[src/rtl/clk_div_pkg.sv]
// Shared constants and helpers for the multi-channel clock divider.
package clk_div_pkg;

  localparam int DEF_DIV_W = 10;
  localparam int DEF_DIV   = 10;

  // High phase length of a period: ceil(R/2).
  function automatic int unsigned half_hi(input int unsigned r);
    return (r + 1) / 2;
  endfunction

  // Low bit of channel ch's ratio slice within the packed ratio bus.
  function automatic int slice_lo(input int ch, input int w);
    return ch * w;
  endfunction

endpackage

[src/rtl/clk_divider_multi_if.sv]
// Control/status bundle of the multi-channel divider.
interface clk_divider_multi_if import clk_div_pkg::*; #(
  parameter int N_CH  = 4,
  parameter int DIV_W = DEF_DIV_W
);
  logic [N_CH-1:0]       ch_en;
  logic [N_CH*DIV_W-1:0] div_ratio;
  logic [N_CH-1:0]       div_load;
  logic                  sync;
  logic [N_CH-1:0]       clk_out;
  logic [N_CH-1:0]       tick;
  logic [N_CH-1:0]       pend;

  modport master (
    output ch_en, div_ratio, div_load, sync,
    input  clk_out, tick, pend
  );

  modport slave (
    input  ch_en, div_ratio, div_load, sync,
    output clk_out, tick, pend
  );
endinterface

[src/rtl/clk_div_chan.sv]
// One divider channel: period counter, shadow ratio register and registered outputs.
module clk_div_chan import clk_div_pkg::*; #(
  parameter int DIV_W       = DEF_DIV_W,
  parameter int DEFAULT_DIV = DEF_DIV
) (
  input  logic             clk_in,
  input  logic             rst,
  input  logic             en,
  input  logic [DIV_W-1:0] ratio_in,
  input  logic             load,
  input  logic             sync,
  output logic             clk_out,
  output logic             tick,
  output logic             pend
);

  logic [DIV_W-1:0] cnt, r_act, r_pend;
  logic             run;

  logic [DIV_W-1:0] cnt_next, r_next, r_pend_next;
  logic             pend_next, run_next, clk_next, tick_next;
  logic [DIV_W:0]   half;
  logic             restart, wrap;

  always_comb begin
    cnt_next    = '0;
    r_next      = r_act;
    r_pend_next = r_pend;
    pend_next   = pend;
    run_next    = 1'b0;
    clk_next    = 1'b0;
    tick_next   = 1'b0;
    half        = '0;
    restart     = !run || sync;
    wrap        = (cnt == r_act - DIV_W'(1));

    if (!en) begin
      if (load) begin
        r_next    = ratio_in;
        pend_next = 1'b0;
      end
    end else if (r_act == '0) begin
      // Idle channel: a new ratio lands directly; the following edge restarts it.
      if (load)
        r_next = ratio_in;
      else if (pend)
        r_next = r_pend;
      pend_next = 1'b0;
    end else begin
      if (restart || wrap) begin
        if (pend)
          r_next = r_pend;
        pend_next = 1'b0;
      end else begin
        cnt_next = cnt + DIV_W'(1);
      end
      // A load in a commit cycle lands after the commit, so it waits a full period.
      if (load) begin
        r_pend_next = ratio_in;
        pend_next   = 1'b1;
      end
      half      = (DIV_W+1)'(half_hi(32'(r_next)));
      run_next  = (r_next != '0);
      clk_next  = ({1'b0, cnt_next} < half);
      tick_next = run_next && (cnt_next == '0);
    end
  end

  always_ff @(posedge clk_in) begin
    if (rst) begin
      cnt     <= '0;
      r_act   <= DIV_W'(DEFAULT_DIV);
      pend    <= 1'b0;
      run     <= 1'b0;
      clk_out <= 1'b0;
      tick    <= 1'b0;
    end else begin
      cnt     <= cnt_next;
      r_act   <= r_next;
      pend    <= pend_next;
      run     <= run_next;
      clk_out <= clk_next;
      tick    <= tick_next;
    end
  end

  // Pending ratio is only meaningful while pend is set.
  always_ff @(posedge clk_in) begin
    r_pend <= r_pend_next;
  end

endmodule

[src/rtl/clk_divider_multi.sv]
// N_CH independent programmable clock dividers sharing one phase-align sync input.
module clk_divider_multi import clk_div_pkg::*; #(
  parameter int N_CH        = 4,
  parameter int DIV_W       = DEF_DIV_W,
  parameter int DEFAULT_DIV = DEF_DIV
) (
  input  logic               clk_in,
  input  logic               rst,
  clk_divider_multi_if.slave bus
);

  logic [N_CH-1:0] clk_out_v, tick_v, pend_v;

  for (genvar i = 0; i < N_CH; i++) begin : g_chan
    localparam int LO = slice_lo(i, DIV_W);

    clk_div_chan #(
      .DIV_W       (DIV_W),
      .DEFAULT_DIV (DEFAULT_DIV)
    ) u_chan (
      .clk_in   (clk_in),
      .rst      (rst),
      .en       (bus.ch_en[i]),
      .ratio_in (bus.div_ratio[LO +: DIV_W]),
      .load     (bus.div_load[i]),
      .sync     (bus.sync),
      .clk_out  (clk_out_v[i]),
      .tick     (tick_v[i]),
      .pend     (pend_v[i])
    );
  end

  assign bus.clk_out = clk_out_v;
  assign bus.tick    = tick_v;
  assign bus.pend    = pend_v;

endmodule
[src/flat_wrapper.sv]
// flat-port wrapper written by rule: the top's interface ports become plain ports
module clk_divider_multi_flat import clk_div_pkg::*;
#(
  parameter int N_CH        = 4,
  parameter int DIV_W       = DEF_DIV_W,
  parameter int DEFAULT_DIV = DEF_DIV
)
  (clk_in, rst, bus_ch_en, bus_div_ratio, bus_div_load, bus_sync, bus_clk_out, bus_tick, bus_pend);
  clk_divider_multi_if #(.N_CH(N_CH), .DIV_W(DIV_W)) bus_i ();
  input  logic clk_in;
  input  logic rst;
  input wire logic [$bits(bus_i.ch_en)-1:0] bus_ch_en;
  input wire logic [$bits(bus_i.div_ratio)-1:0] bus_div_ratio;
  input wire logic [$bits(bus_i.div_load)-1:0] bus_div_load;
  input wire logic [$bits(bus_i.sync)-1:0] bus_sync;
  output wire logic [$bits(bus_i.clk_out)-1:0] bus_clk_out;
  output wire logic [$bits(bus_i.tick)-1:0] bus_tick;
  output wire logic [$bits(bus_i.pend)-1:0] bus_pend;
  assign bus_i.ch_en = bus_ch_en;
  assign bus_i.div_ratio = bus_div_ratio;
  assign bus_i.div_load = bus_div_load;
  assign bus_i.sync = bus_sync;
  assign bus_clk_out = bus_i.clk_out;
  assign bus_tick = bus_i.tick;
  assign bus_pend = bus_i.pend;
  clk_divider_multi #(.N_CH(N_CH), .DIV_W(DIV_W), .DEFAULT_DIV(DEFAULT_DIV)) u_core (.clk_in(clk_in), .rst(rst), .bus(bus_i));
endmodule
[config.mk]
export PLATFORM = sky130hd
export DESIGN_NAME = clk_divider_multi_flat
export DESIGN_NICKNAME = d
export VERILOG_FILES = /design/src/rtl/clk_div_pkg.sv /design/src/rtl/clk_divider_multi_if.sv /design/src/rtl/clk_div_chan.sv /design/src/rtl/clk_divider_multi.sv /design/src/flat_wrapper.sv
export SDC_FILE = /design/constraint.sdc
export NUM_CORES = 1
export LEC_CHECK = 0
export CORE_AREA = 5 5 137 204
export CTS_BUF_LIST = sky130_fd_sc_hd__clkbuf_8
export DETAILED_ROUTE_END_ITERATION = 10
export DIE_AREA = 0 0 142 209
export HOLD_SLACK_MARGIN = 0.15
export PLACE_DENSITY = 0.61
export SYNTH_ARGS = -nofsm -noshare
export SYNTH_HDL_FRONTEND = slang
export SYNTH_SLANG_ARGS = --single-unit
[constraint.sdc]
create_clock -name clk_in -period 5.9 [get_ports clk_in]
set_clock_uncertainty 0.2 [all_clocks]
set_input_delay 0.885 -clock clk_in [delete_from_list [all_inputs] [get_ports clk_in]]
set_output_delay 0.885 -clock clk_in [all_outputs]
set_load 0.005 [all_outputs]
; Word level (Yosys, flattened, before mapping)
; Index checks and enable logic that the tools add are counted.
; Widths: inputs -> output; s select.
[word_totals]
inputBits = 51
word_cells = 168
output_inout_bits = 12
register_bits = 136
[op_classes]
eq_ne = 4
order_cmp = 4
n_mux = 64
bitwise = 8
n_reduce_logical = 48
n_addsub = 12
[op_table]
columns = operator, n
row1 = $mux 10, 44
row2 = $logic_not 10->1, 8
row3 = $add 10x1->11 const B, 4
row4 = $add 10x1->10 const B, 4
row5 = $eq 10x10->1, 4
row6 = $lt 10x10->1, 4
row7 = $reduce_bool 10->1, 4
row8 = $sub 10x1->10 const B, 4
row9 = $mux 1, 20
row10 = $reduce_and 3->1, 4
row11 = $reduce_bool 3->1, 4
row12 = $reduce_or 3->1, 4
row13 = $logic_or 1x1->1, 8
row14 = $not 1->1, 8
row15 = $reduce_and 2->1, 4
row16 = $reduce_bool 2->1, 4
row17 = $logic_and 1x1->1, 4
row18 = $logic_not 1->1, 4

; Depth between registers and ports, before layout
[logic_depth]
word_depth = 8
mapped_depth = 28
ltp_nobuf = 24

; Cells and area by module
; Synthesis repeated with hierarchy kept, for this count alone.
[unflattened]
hier_cells = 1193
hier_area_um2 = 10084.7
[by_module_without_submodules]
columns = module, cells_per_inst, area_per_inst_um2, seq_area_each_um2, instances
row1 = clk_div_chan (u_core.g_chan[0].u_chan ...), 292, 2484.9, 780.7, 3
row2 = clk_div_chan (u_core.g_chan[3].u_chan), 317, 2630.0, 780.7, 1

; Worst setup path before layout
; OpenSTA, ideal clock, no wires.
[synth_timing]
path_type = register to register
start = register u_core.g_chan[2].u_chan.r_act[0]
end = register u_core.g_chan[2].u_chan.clk_out
synth_period_minus_slack_ps = 4841
setup_ps = 74
path_buffers = 4
slack_ps = 1059
arrival_ps = 4567
stages_incl_launch_ff = 26
t_required_ps = 5626
cell_sequence = dfxtp_1 -> clkbuf_1 -> inv_1 -> ha_1 -> clkbuf_1 -> and2_1 -> o21a_1 -> o31a_1 -> a2111oi_0 -> a211o_1 -> buf_2 -> nand2_1 -> buf_2 -> mux2_2 -> ha_1 -> inv_1 -> nor2_1 -> nand4_1 -> o21ai_0 -> xor2_1 -> ha_1 -> a21o_1 -> a21o_1 -> a221oi_1 -> o211ai_1 -> a31oi_1
[synth_via]
elab_chain_cells = 8
word_cells_on_any_way = 14
cone_classes = 2 x add/sub / 1 x order compare / 1 x eq/ne / 7 x mux / 3 x reduce/logical
[synth_rtl]
columns = item, line_no
row1 = start: declaration, clk_div_chan.sv:17  ; logic [DIV_W-1:0] cnt, r_act, r_pend;
row2 = start signal: assignment, clk_div_chan.sv:72  ; r_act <= DIV_W'(DEFAULT_DIV);
row3 = start signal: assignment, clk_div_chan.sv:79  ; r_act <= r_next;
row4 = $sub 10x1->10, clk_div_chan.sv:35  ; wrap = (cnt == r_act - DIV_W'(1));
row5 = $eq 10x10->1, clk_div_chan.sv:35
row6 = $logic_or 1x1->1, clk_div_chan.sv:50  ; if (restart || wrap) begin
row7 = $mux 10, clk_div_chan.sv:50
row8 = $mux 10, clk_div_chan.sv:42  ; end else if (r_act == '0) begin
row9 = $mux 10, clk_div_chan.sv:37  ; if (!en) begin
row10 = $add 10x1->11, clk_div_pkg.sv:9  ; return (r + 1) / 2;
row11 = $lt 10x10->1, clk_div_chan.sv:64  ; clk_next = ({1'b0, cnt_next} < half);
row12 = end signal: assignment, clk_div_chan.sv:82  ; clk_out <= clk_next;
row13 = end: declaration, clk_div_chan.sv:12  ; output logic clk_out,
; Parallel ways exist; a longest one is shown, timed or not. The select of a mux whose other input is x is not followed.
; A chain may end at the register's enable or synchronous reset.

; Worst setup path after layout
[layout_timing]
start = register u_core.g_chan[0].u_chan.r_act[0]
end = register u_core.g_chan[0].u_chan.clk_out
[layout_via]
elab_chain_cells = 8
word_cells_on_any_way = 14
cone_classes = 2 x add/sub / 1 x order compare / 1 x eq/ne / 7 x mux / 3 x reduce/logical
[layout_rtl]
columns = item, line_no
row1 = start: declaration, clk_div_chan.sv:17
row2 = start signal: assignment, clk_div_chan.sv:72
row3 = start signal: assignment, clk_div_chan.sv:79
row4 = $sub 10x1->10, clk_div_chan.sv:35
row5 = $eq 10x10->1, clk_div_chan.sv:35
row6 = $logic_or 1x1->1, clk_div_chan.sv:50
row7 = $mux 10, clk_div_chan.sv:50
row8 = $mux 10, clk_div_chan.sv:42
row9 = $mux 10, clk_div_chan.sv:37
row10 = $add 10x1->11, clk_div_pkg.sv:9
row11 = $lt 10x10->1, clk_div_chan.sv:64
row12 = end signal: assignment, clk_div_chan.sv:82
row13 = end: declaration, clk_div_chan.sv:12
; Parallel ways exist; a longest one is shown, timed or not. The select of a mux whose other input is x is not followed.

==> impl_metrics.tcl <==
set metrics [dict create \
    ctsHtreeMaxLevel 4 \
    hp-class "reg2reg" \
    grtUsageTotal_pct 19.40 \
    multi_input_area_sq_um 6465 \
    cellPowerDensity_nw_per_um2 199.3 \
    register_area_sq_um 3123 \
    hold_violations 0 \
    io_buffers 62 \
    finalMaxSlewViolations 0 \
    max_slew.worst_pin.slew_ns 1.045 \
    setup_violations 0 \
    wl_met2_microns 15380 \
    cts.sinks 136 \
    antenna_found_initial 0 \
    clk_path_buf_depth 2 \
    fmax_mhz 180.6 \
    yosysUniqueCellTypes 77 \
    grt_pass1_vias 9063 \
    drc 0 \
    synthArstFlopShare_pct 0 \
    arrival_ns 5.66 \
    numCtsBuffers 17 \
    cap_violations 0 \
    post_cts_buffers 0 \
    status "completed" \
    critPathLaunchType "flop" \
    yosysSeqAreaShare_pct 30.54 \
    yosys.area.top_type "dfxtp_1" \
    drt_iter0_markers 673 \
    vdd_drop_max_mv 0.1376 \
    yosys_warnings 0 \
    fp.dieW_microns 142 \
    cp_max_fo 24 \
    wl_met1_microns 11610 \
    path_clk_slew_ns 0.09 \
    root_buffer "clkbuf_8" \
    final_nets 1339 \
    tritoncts "yes" \
    core_area_sq_um 26120 \
    wl_microns 28950 \
    drive_gt1_share_pct 6.966 \
    end_kind "flop" \
    finalNonFillerCells 1586 \
    gp_congestion 0.9392 \
    finalSetupTns_ns 0 \
    fillers 2664 \
    grt-ovfl-total 0 \
    fp.dieH_microns 209 \
    netlist_area_sq_um 10230 \
    post-synth-top-area-fraction_pct 18.79 \
    p_leak_nw 4.130 \
    synthesis.nets 1348 \
    min_period_over_period_pct 93.85 \
    grt_pass1_wl_microns 47000 \
    via_count 9191 \
    dieArea_sq_um 29680 \
    cts_hold_buf 0 \
    area_growth_pct 9.923 \
    first_pass_iters 5 \
    routedWlPerCell_microns 18.25 \
    start_util_pct 39.15 \
    crit_required_ns 6.03 \
    dr_wl_met3_microns 941 \
    synth_area_leaders "dfxtp_1, edfxtp_1, ha_1, xnor2_1, nor2_1" \
    avgSynthCellArea_sq_um 8.214 \
    ys.flop_type "dfxtp_1" \
    syn_inst 1245 \
    insertedDiodeCount 0 \
    num_io_pins 63 \
    crit_type "reg2reg" \
    grt_max_degree 37 \
    synth-seq-cells 136 \
    postRouteAntennaNets 0 \
    synth-edff-count 40 \
    core.rowCount 73 \
    cts_resized 0 \
    relSlewSlack_pct 30.07 \
    numPlacedInstances 1554 \
    dr.max_layer_used "met4" \
    viasPerCell 5.795 \
    clk_latency_ns 0.47 \
    hpwlAfterDp_microns 22280 \
    period_needed_ns 5.537 \
    rsz0062_at_grt "false" \
]
-- synth_stat cells, types with 10 or more instances --
master / instances
clkbuf_1: 59
a221oi_1: 11
nor2b_1: 16
nor2_1: 144
buf_4: 14
or3_1: 12
a22oi_1: 32
xor2_1: 57
nor4_1: 11
nand2b_1: 17
a21o_1: 10
o21ai_0: 51
o22ai_1: 13
buf_2: 23
nand3_1: 64
nand4_1: 27
xnor2_1: 65
ha_1: 52
mux2i_1: 33
mux2_2: 18
nor3_1: 39
edfxtp_1: 40
a31oi_1: 13
nand2_1: 79
and2_1: 12
a21oi_1: 50
and3_1: 23
inv_1: 43
dfxtp_1: 96
-- layout make-up --
class,instances,area share (%)
Tap cell,337,3.751
Inverter,43,1.436
Timing Repair Buffer,75,6.345
Clock buffer,17,2.081
Sequential cell,136,27.78
Multi-Input combinational cell,963,57.51
Clock inverter,15,1.091
-- sequential cells by signal, summed over array words and instances, names as in the netlist --
signal / flops
u_core.g_chan.u_chan.r_pend: 40
u_core.g_chan.u_chan.pend: 4
u_core.g_chan.u_chan.clk_out: 4
u_core.g_chan.u_chan.cnt: 40
u_core.g_chan.u_chan.r_act: 40
u_core.g_chan.u_chan.tick: 4
u_core.g_chan.u_chan.run: 4
-- metrics by stage --
stage | power (mW) | hold slack, ns | utilization [%] | instance area, sq um | setup WS (ns)
2_1_floorplan | 1.386 | 0.2513 | - | 10230 | 1.059
6_report | 2.240 | 0.3074 | 43.03 | 11240 | 0.3631
5_1_grt | 2.351 | 0.3361 | 43.03 | 11240 | 0.008189
4_1_cts | 2.259 | 0.3077 | 43.03 | 11240 | 0.4755
3_5_place_dp | 1.526 | 0.2917 | 41.67 | 10880 | 0.5251
3_3_place_gp | 1.523 | 0.2859 | 41.67 | 10880 | 0.8631
-- power by group --
part           switching, mW  internal (mW)  total [mW]
registers             0.0758           1.00        1.08
logic                  0.236          0.196       0.432
clock network          0.431          0.299       0.730
-- kinds of logic (layout without fill, tap and decap cells) --
group                    Yosys count  count (layout)  synth area share, %
AND/OR/NAND/NOR                  480             480                23.55
AO/OA/AOI/OAI                    257             257                17.35
buffers and inverters            146             150                6.313
flip-flops                       136             136                30.54
XOR/XNOR                         122             122                10.45
adder cells (fa/ha/maj)           52              52                6.362
multiplexers                      52              52                5.432
-- cells in the final DEF (no fill, tap or decap), types with 5 or more instances in the layout --
cell type / n
nor2b_1: 16
mux2i_1: 33
xor2_1: 57
nand3_1: 64
o21ai_0: 51
edfxtp_1: 40
mux2_2: 18
dfxtp_1: 96
nand4_1: 27
and3_1: 23
a22oi_1: 32
a222oi_1: 6
a21oi_1: 50
nand2_1: 79
o22ai_1: 13
nor4_1: 11
clkdlybuf4s50_1: 61
nor2_1: 144
nor3b_1: 5
a31oi_1: 13
buf_4: 13
or3_1: 12
a221oi_1: 11
clkbuf_8: 17
and2_1: 12
nor3_1: 39
xnor2_1: 65
ha_1: 52
a21o_1: 10
nand2b_1: 17
or2_2: 7
o211ai_1: 8
inv_1: 44
o21a_1: 8
or4_1: 6
a311oi_1: 6
a31o_2: 5
-- critical path: stages, from the launching register on --
cell and delay [ns]:
dfxtp_1 0.48, inv_1 0.10, ha_1 0.37, o21ba_2 0.27, a221oi_1 0.30, a41oi_1 0.08
a311oi_1 0.44, a32oi_2 0.19, buf_4 0.25, mux2_2 0.32, ha_1 0.26, nand4_1 0.12
mux2i_1 0.11, a31o_2 0.24, ha_1 0.29, a21oi_1 0.15, nor2b_1 0.06, o21ai_0 0.15
nand2b_1 0.07, a21oi_1 0.15, nor2b_1 0.06, o21ai_0 0.17, nand2b_1 0.09, a2111oi_0 0.45
-- metal layers --
metal / track usage [%] / vias to the layer above
li1: - / 4477
met1: 21.82 / 4407
met2: 35.89 / 236
met3: 2.381 / 71
met4: 8.675 / 0
met5: 0 / -
-- final timing paths --
kind,start,to,slack (ns),depth (start not counted)
hold / removal,u_core.g_chan[3].u_chan.cnt[0]$_SDFF_PP0_,u_core.g_chan[3].u_chan.cnt[0]$_SDFF_PP0_,0.31,1
setup / recovery,u_core.g_chan[0].u_chan.r_act[0]$_SDFFE_PP0P_,u_core.g_chan[0].u_chan.clk_out$_SDFF_PP0_,0.36,23
hold reg to reg,u_core.g_chan[3].u_chan.cnt[0]$_SDFF_PP0_,u_core.g_chan[3].u_chan.cnt[0]$_SDFF_PP0_,0.31,1
setup reg to reg,u_core.g_chan[0].u_chan.r_act[0]$_SDFFE_PP0P_,u_core.g_chan[0].u_chan.clk_out$_SDFF_PP0_,0.36,23
Note: power is estimated with default switching activity, not from simulation.
==> variant: new RTL, same settings <==
`N_CH` is set to 4 in 3 places; all go to 5.
--- a/src/rtl/clk_divider_multi_if.sv
+++ b/src/rtl/clk_divider_multi_if.sv
@@ -1,6 +1,6 @@
 // Control/status bundle of the multi-channel divider.
 interface clk_divider_multi_if import clk_div_pkg::*; #(
-  parameter int N_CH  = 4,
+  parameter int N_CH  = 5,
   parameter int DIV_W = DEF_DIV_W
 );
   logic [N_CH-1:0]       ch_en;
--- a/src/rtl/clk_divider_multi.sv
+++ b/src/rtl/clk_divider_multi.sv
@@ -1,6 +1,6 @@
 // N_CH independent programmable clock dividers sharing one phase-align sync input.
 module clk_divider_multi import clk_div_pkg::*; #(
-  parameter int N_CH        = 4,
+  parameter int N_CH        = 5,
   parameter int DIV_W       = DEF_DIV_W,
   parameter int DEFAULT_DIV = DEF_DIV
 ) (
--- a/src/flat_wrapper.sv
+++ b/src/flat_wrapper.sv
@@ -1,7 +1,7 @@
 // flat-port wrapper written by rule: the top's interface ports become plain ports
 module clk_divider_multi_flat import clk_div_pkg::*;
 #(
-  parameter int N_CH        = 4,
+  parameter int N_CH        = 5,
   parameter int DIV_W       = DEF_DIV_W,
   parameter int DEFAULT_DIV = DEF_DIV
 )
Ports: changed (6 resized); port bits go from 63 to 78. No check against the original RTL was run, so the function may have changed too.
==> variant against the unedited design <==
Total power grew 26%. Maximum frequency is 5.2% higher. Utilization increased by 9.8 points. Routed wire length rose by 20%. Worst setup slack better by 0.27 ns. Sequential cell count is 34 higher. Clock power is 29% higher. Largest power group unchanged. Cell area grew 23%. Non-clock buffer count rose by 13. Area after synthesis grew 24%.
==> variant: results (changes against the unedited design) <==
Sequential element share of the synthesized area = 30.9% (+0.35 points)
Peak VDD IR = 0.000159 V (+16%)
Drt initial violations = 666 (-1.0%)
Synth cell count leaders = nor2_1, dfxtp_1, clkbuf_1
Routability cong. = 0.899 (-4.3%)
Net Count, Synth = 1,646 (+22%)
Vias per inst = 6.07 (+4.8%)
Filler cell count = 2,575 (-3.3%)
Wl on met1 = 14.0 mm (+20%)
Largest net degree at the start of global routing = 40 (+8.1%)
Total wire length = 34.8 mm (+20%)
Worst skew pair latency = 0.50 ns (+0.03 ns)
CP Max Fanout = 9 (-63%)
Tmin final = 5.26 ns (-0.274 ns)
All-layer global routing usage = 23.5% (+4.1 points)
Vias in the first global route = 11,300 (+24%)
Worst hold slack = 0.332 ns (+0.0246 ns)
Leakage = 5.23 nW (+27%)
Post-CTS setup buffers = 0 (unchanged)
Antenna violations before repair = 0 (unchanged)
Inserted Clock Buffers = 17 (unchanged)
First-pass GRT wire length = 56.8 mm (+21%)
Clock transition at the registers of the reported paths = 0.09 ns (about the same)
Largest registers = u_core.g_chan.u_chan.cnt (50), u_core.g_chan.u_chan.r_act (50), u_core.g_chan.u_chan.r_pend (50)
Final Hold Viols = 0 (unchanged)
R2R setup slack = 0.64 ns (+0.27 ns)
WL met2 = 18.0 mm (+17%)
Top post-synthesis cells by area = dfxtp_1, edfxtp_1, ha_1, xnor2_1, nor2_1
Slew margin rel. = 27.9% (-2.2 points)
Share of cells above drive strength 1 = 6.20% (-0.76 points)
Crit path arrival time = 5.51 ns (-0.15 ns)
Slowest CP cell = or3b_2
HPWL after DPL = 26.8 mm (+20%)
Hold Crit Class = flop to flop
Sw Pwr = 0.845 mW (+14%)
Post-synth EDFFs = 50 (+25%)
Met3 wire length = 1.33 mm (+42%)
Top_reg_cell synth = dfxtp_1
Top Layer Used = met4
Bufs on Longest Clock Path = 2 (unchanged)
Outcome = complete, no violations
Crit-path leading delay family = simple AND/OR/NAND/NOR gates
Setup Viol. Count Final = 0 (unchanged)
PortBufs = 77 (+24%)
Setup WS pre-CTS = 0.711 ns (+0.186 ns)
[variant: area by class of cell]
cell class,count,area [µm²],area share (%)
repair buffers,88,848,6.15
clock buffers,18,248,1.79
multi-input cells,1176,8000,58.0
well taps,337,422,3.06
clock inverters,14,193,1.40
inverters,49,184,1.33
flip-flops and latches,170,3900,28.3
[variant: routing by layer]
metal | global-route usage, % | vias to the layer above
li1 | - | 5483
met4 | 11.1 | 0
met2 | 42.4 | 320
met5 | 0 | -
met3 | 3.18 | 93
met1 | 26.9 | 5351
[variant: kinds of logic (layout without fill, tap and decap cells)]
logic type | after synthesis | after routing | share of synthesized area, %
simple gates | 569 | 569 | 22.5
buf+inv | 172 | 169 | 5.79
mux | 69 | 69 | 5.65
flops | 170 | 170 | 30.9
xor+xnor | 159 | 159 | 11.0
fa+ha+maj | 65 | 65 | 6.44
compound gates | 314 | 314 | 17.7
[variant: power by group through the flow]
| stage | clock network [mW] | registers [mW] | logic [mW] |
|---|---|---|---|
| detailed placement | 0 | 1.38 | 0.524 |
| finish | 0.941 | 1.35 | 0.526 |
| CTS | 0.965 | 1.35 | 0.527 |
| global route | 1.01 | 1.36 | 0.584 |
| global placement | 0 | 1.38 | 0.520 |
| floorplan | 0 | 1.30 | 0.423 |
[variant: metrics by stage]
stage / cell area (µm²) / std cells
after floorplan: 12600 / 1518
after global placement: 13400 / 1820
after detailed placement: 13400 / 1820
after CTS: 13800 / 1852
after global routing: 13800 / 1852
final: 13800 / 1852
[variant: final timing paths]
| path | from | end | cells past startpoint |
|---|---|---|---|
| worst min-delay path | u_core.g_chan[4].u_chan.cnt[0]$_SDFF_PP0_ | u_core.g_chan[4].u_chan.cnt[0]$_SDFF_PP0_ | 1 |
| worst max-delay path | u_core.g_chan[4].u_chan.r_act[0]$_SDFFE_PP0P_ | u_core.g_chan[4].u_chan.clk_out$_SDFF_PP0_ | 20 |
| worst min register to register | u_core.g_chan[4].u_chan.cnt[0]$_SDFF_PP0_ | u_core.g_chan[4].u_chan.cnt[0]$_SDFF_PP0_ | 1 |
| worst max register to register | u_core.g_chan[4].u_chan.r_act[0]$_SDFFE_PP0P_ | u_core.g_chan[4].u_chan.clk_out$_SDFF_PP0_ | 20 |
